$ cat src/rtl/uart_tx_port.sv
// uart_tx_port: byte FIFO in front of an 8N1 serializer.
// CPU pushes with uartWriteReq/uartWriteReady; txd idles high.
module uart_tx_port #(
  parameter int CLKS_PER_BIT = 868,
  parameter int FIFO_DEPTH   = 4
) (
  input  logic       clk,
  input  logic       reset,
  input  logic       uartWriteReq,
  input  logic [7:0] uartWriteData,
  output logic       uartWriteReady,
  output logic       txd,
  output logic       busy
);

  localparam int CW = (CLKS_PER_BIT > 2) ? $clog2(CLKS_PER_BIT) : 1;
  localparam int AW = $clog2(FIFO_DEPTH);
  localparam int NW = AW + 1;

  localparam logic [1:0] S_IDLE  = 2'd0;
  localparam logic [1:0] S_START = 2'd1;
  localparam logic [1:0] S_DATA  = 2'd2;
  localparam logic [1:0] S_STOP  = 2'd3;

  localparam logic [CW-1:0] BAUD_LAST = CW'(CLKS_PER_BIT - 1);
  localparam logic [NW-1:0] CNT_FULL  = NW'(FIFO_DEPTH);

  logic [7:0]    mem_q [FIFO_DEPTH];
  logic [AW-1:0] wptr_q, wptr_d;
  logic [AW-1:0] rptr_q, rptr_d;
  logic [NW-1:0] cnt_q, cnt_d;

  logic [1:0]    state_q, state_d;
  logic [CW-1:0] baud_q, baud_d;
  logic [2:0]    bit_q, bit_d;
  logic [7:0]    shift_q, shift_d;
  logic          txd_q, txd_d;

  logic full;
  logic empty;
  logic push;
  logic pop;
  logic baud_last;

  assign full      = (cnt_q == CNT_FULL);
  assign empty     = (cnt_q == '0);
  assign push      = uartWriteReq && !full;
  assign baud_last = (baud_q == BAUD_LAST);

  assign uartWriteReady = !full;
  assign txd            = txd_q;
  assign busy           = (state_q != S_IDLE) || !empty;

  // Byte storage; contents are don't-care until written, so no reset.
  always_ff @(posedge clk) begin
    if (push) begin
      mem_q[wptr_q] <= uartWriteData;
    end
  end

  // Pointer and occupancy bookkeeping; push blocked while full.
  always_comb begin
    wptr_d = push ? wptr_q + AW'(1) : wptr_q;
    rptr_d = pop  ? rptr_q + AW'(1) : rptr_q;
    cnt_d  = cnt_q;
    case ({push, pop})
      2'b10:   cnt_d = cnt_q + NW'(1);
      2'b01:   cnt_d = cnt_q - NW'(1);
      default: cnt_d = cnt_q;
    endcase
  end

  // Serializer: start bit, 8 data bits LSB first, stop bit.
  always_comb begin
    state_d = state_q;
    baud_d  = baud_last ? '0 : baud_q + CW'(1);
    bit_d   = bit_q;
    shift_d = shift_q;
    txd_d   = txd_q;
    pop     = 1'b0;
    case (state_q)
      S_IDLE: begin
        baud_d = '0;
        txd_d  = 1'b1;
        if (!empty) begin
          pop     = 1'b1;
          shift_d = mem_q[rptr_q];
          txd_d   = 1'b0;
          state_d = S_START;
        end
      end
      S_START: begin
        if (baud_last) begin
          txd_d   = shift_q[0];
          bit_d   = 3'd0;
          state_d = S_DATA;
        end
      end
      S_DATA: begin
        if (baud_last) begin
          if (bit_q == 3'd7) begin
            txd_d   = 1'b1;
            state_d = S_STOP;
          end else begin
            txd_d   = shift_q[1];
            shift_d = shift_q >> 1;
            bit_d   = bit_q + 3'd1;
          end
        end
      end
      S_STOP: begin
        if (baud_last) begin
          if (!empty) begin
            pop     = 1'b1;
            shift_d = mem_q[rptr_q];
            txd_d   = 1'b0;
            state_d = S_START;
          end else begin
            state_d = S_IDLE;
          end
        end
      end
      default: begin
        state_d = S_IDLE;
        txd_d   = 1'b1;
      end
    endcase
  end

  // Control and line registers; reset drops any frame in flight.
  always_ff @(posedge clk or posedge reset) begin
    if (reset) begin
      wptr_q  <= '0;
      rptr_q  <= '0;
      cnt_q   <= '0;
      state_q <= S_IDLE;
      baud_q  <= '0;
      bit_q   <= '0;
      shift_q <= '0;
      txd_q   <= 1'b1;
    end else begin
      wptr_q  <= wptr_d;
      rptr_q  <= rptr_d;
      cnt_q   <= cnt_d;
      state_q <= state_d;
      baud_q  <= baud_d;
      bit_q   <= bit_d;
      shift_q <= shift_d;
      txd_q   <= txd_d;
    end
  end

endmodule

$ cat config.mk
export PLATFORM = sky130hd
export DESIGN_NAME = uart_tx_port
export DESIGN_NICKNAME = d
export VERILOG_FILES = /design/src/rtl/uart_tx_port.sv
export SDC_FILE = /design/constraint.sdc
export NUM_CORES = 1
export LEC_CHECK = 0
export ABC_AREA = 1
export CAP_MARGIN = 10
export CELL_PAD_IN_SITES_DETAIL_PLACEMENT = 1
export CELL_PAD_IN_SITES_GLOBAL_PLACEMENT = 1
export CORE_ASPECT_RATIO = 2
export CORE_MARGIN = 10
export CORE_UTILIZATION = 35
export DETAILED_ROUTE_END_ITERATION = 8
export HOLD_SLACK_MARGIN = 0.06
export PLACE_DENSITY_LB_ADDON = 0.1
export SLEW_MARGIN = 20
export SYNTH_ARGS = -nofsm -noshare
export SYNTH_HDL_FRONTEND = slang
export SYNTH_SLANG_ARGS = --single-unit
$ cat constraint.sdc
create_clock -name clk -period 2.75 [get_ports clk]
set_input_delay 0.6875 -clock clk [delete_from_list [all_inputs] [get_ports clk]]
set_output_delay 0.6875 -clock clk [all_outputs]
set_load 0.02 [all_outputs]
==> impl_metrics.env <==
export IMPL_status="finished clean"
export IMPL_drive_gt1_frac=0.0989
export IMPL_n_antenna_cell=0
export IMPL_die_area_um2=13300
export IMPL_nFillCells=1025
export IMPL_tritoncts="done"
export IMPL_whs_path_depth=2
export IMPL_ios=14
export IMPL_pwr_share_comb=0.146
export IMPL_port_buffers=13
export IMPL_cp_start_kind="flip-flop"
export IMPL_worst_pin_slew_ps=463
export IMPL_hold_viol=0
export IMPL_dp_slack_ps=398
export IMPL_start_util=0.360
export IMPL_finClkSkew_ps=4.86
export IMPL_sequentialPowerShare=0.444
export IMPL_placedCellCount=448
export IMPL_drt_initial_drc_count=90
export IMPL_synth_seq_cells=63
export IMPL_drv_slew=0
export IMPL_hpwl_um=5660
export IMPL_cts_resized=0
export IMPL_syn_inst=334
export IMPL_r2r_end="cnt_q[2]"
export IMPL_min_period_ps=2600
export IMPL_grt_max_degree=32
export IMPL_finalCritPeriodShare=0.944
export IMPL_die_y_um=153
export IMPL_p_int_mw=1.99
export IMPL_grt_pass1_wl_um=12600
export IMPL_tns_ps=0
export IMPL_path_max_fanout=6
export IMPL_cts_hold_buf=0
export IMPL_cellLeakagePower_nw=1.64
export IMPL_critPathSlowestCell="clkdlybuf4s50_1"
export IMPL_setup_violations=0
export IMPL_syn_area_um2=3120
export IMPL_area_delta_synth_final_pct=17.8
export IMPL_vdd_drop_max_uv=335
export IMPL_fmax_ghz=0.385
export IMPL_clk_path_buf_depth=2
export IMPL_die_x_um=86.7
export IMPL_yosys_warnings=0
export IMPL_num_rows=48
export IMPL_cap_violations=0
export IMPL_cp_data_required_time_ps=2060
export IMPL_antenna_found_initial=0
export IMPL_core_um2=8650
export IMPL_postCtsSetupBuffers=0
export IMPL_r2r_slack_ps=420
export IMPL_crit_chain="inv_1, ha_1, nand3_1, clkdlybuf4s50_1"
export IMPL_holdWs_ps=464
export IMPL_post_drt_wl_per_cell_um=16.5
export IMPL_h_tree_depth=3
export IMPL_gp_congestion=0.824
export IMPL_r2r_start="state_q[1]"
export IMPL_syn_avg_cell_area_um2=9.33
export IMPL_hold_path_class="reg2reg"
export IMPL_fin_ws_ps=155
export IMPL_track_usage=0.123
export IMPL_power_switching_mw=0.692
export IMPL_p_sw_frac=0.258
export IMPL_crit_type="reg2out"
export IMPL_p_total_mw=2.68
export IMPL_synth_nets=359
export IMPL_clkLatencyLatePin_ps=330
export IMPL_clock_power_share=0.409
export IMPL_relSlewSlack=0.691
export IMPL_postRouteWirelength_um=7670
export IMPL_clk_pin_slew_ps=50
export IMPL_post_synth_num_cell_types=33
export IMPL_ant_nets=0
export IMPL_power_density_nw_per_um2=731
export IMPL_seq_area_frac_synth=0.558
export IMPL_grt_ovfl_total=0
export IMPL_grt_setup_unrepaired="no"
export IMPL_vias=2284
export IMPL_via_per_inst=4.92
export IMPL_hold_path_endpoint="txd"
export IMPL_cpPeakStageDelay_ps=620
export IMPL_cts_made_buffers=9
export IMPL_grt_pass1_vias=2573
export IMPL_dr_pass1_iters=4
export IMPL_cts_root_buf="clkbuf_16"
export IMPL_crit_arrival_ps=1910
export IMPL_drcViolationCount=0
export IMPL_cts_num_sinks=63
export IMPL_nNetsFinal=384
export IMPL_rr_worst_depth=14
export IMPL_fin_cells=464
export IMPL_cp_end_kind="output port"
export IMPL_worstHoldStart="txd"
## synthesized netlist by cell type, drive strengths merged
cell type  instances  share of area
inv               34          0.041
o21ai              4         0.0064
dfrtp             30           0.24
fa                 1         0.0064
a31oi              1         0.0020
xor2               5          0.014
ha                13          0.052
and3               1         0.0020
nor2              31          0.043
o21bai             1         0.0024
buf                6          0.014
xnor2              2         0.0056
a21oi              8          0.016
or2                1         0.0020
nand4              3         0.0060
dfstp              1         0.0084
a21o               1         0.0024
edfxtp            32           0.31
nor3               4         0.0064
nor3b              3         0.0072
nand2            112           0.14
nand3             39          0.067
nand3b             1         0.0064
## final cells by class
cell class,instances,area [µm²],share of cell area
Tap cell,100,125,0.0341
Clock buffer,11,243,0.0661
Timing Repair Buffer,20,183,0.0498
Inverter,34,128,0.0348
Clock inverter,5,47.5,0.0130
Multi-Input combinational cell,231,1210,0.329
Sequential cell,63,1740,0.473
## worst max-delay path: cells and delay by family, from the launching register on
family	cells	cell delay, ps
AND/OR/NAND/NOR	1	140
buffers and inverters	2	740
flip-flops	1	410
adder cells (fa/ha/maj)	1	290
## layout by cell type, fill, tap and decap left out, types with 2 or more instances in the layout
cell type / n
nor2_1: 28
inv_2: 4
clkdlybuf4s50_1: 13
inv_1: 30
nand4_1: 3
nand2_1: 108
xor2_1: 5
nor3b_1: 3
dfrtp_1: 30
o21ai_0: 3
xnor2_1: 2
ha_1: 13
nor2_4: 2
clkbuf_16: 9
nand2_2: 3
clkinv_2: 2
clkinv_1: 2
a21oi_1: 7
nor3_1: 4
buf_4: 7
edfxtp_1: 32
nand3_1: 38
## cells by family after synthesis
group                      Yosys count  share of synthesized area
xor gates and xnor gates             7                     0.0197
and+or+nand+nor                    195                      0.279
buffers and inverters               40                     0.0550
AOI/OAI and AO/OA                   15                     0.0297
DFF                                 63                      0.558
adders and majority gates           14                     0.0586
## power groups by stage
stage	Sequential [mW]	Clock (mW)	Combinational, mW
floorplan	1.20	0	0.245
global route	1.21	1.16	0.450
finish	1.19	1.10	0.392
CTS	1.20	1.13	0.409
global placement	1.21	0	0.395
detailed placement	1.21	0	0.406
## worst max path at each step
stage,to,startpoint,cells after the start
2_1_floorplan,cnt_q[2],state_q[0],14
3_3_place_gp,cnt_q[2],uartWriteReq,9
3_5_place_dp,cnt_q[2],uartWriteReq,9
4_1_cts,busy,state_q[0],4
5_1_grt,busy,state_q[0],4
6_report,busy,state_q[0],4
## metrics by stage
stage,util,cell area [µm²]
2_1_floorplan,-,3120
3_3_place_gp,0.391,3380
3_5_place_dp,0.391,3380
4_1_cts,0.424,3670
5_1_grt,0.424,3670
6_report,0.424,3670
## sequential cells by signal (all words and copies together), names as in the netlist
register  flops
mem_q        32
baud_q       10
shift_q       8
bit_q         3
cnt_q         3
rptr_q        2
state_q       2
wptr_q        2
txd           1
## metal layers
metal,GRT usage,routed length [µm]
met5,0,0
met4,0.0535,158
met3,0.0319,181
met2,0.229,4430
met1,0.120,2900
Power figures use the tool's default switching activity.
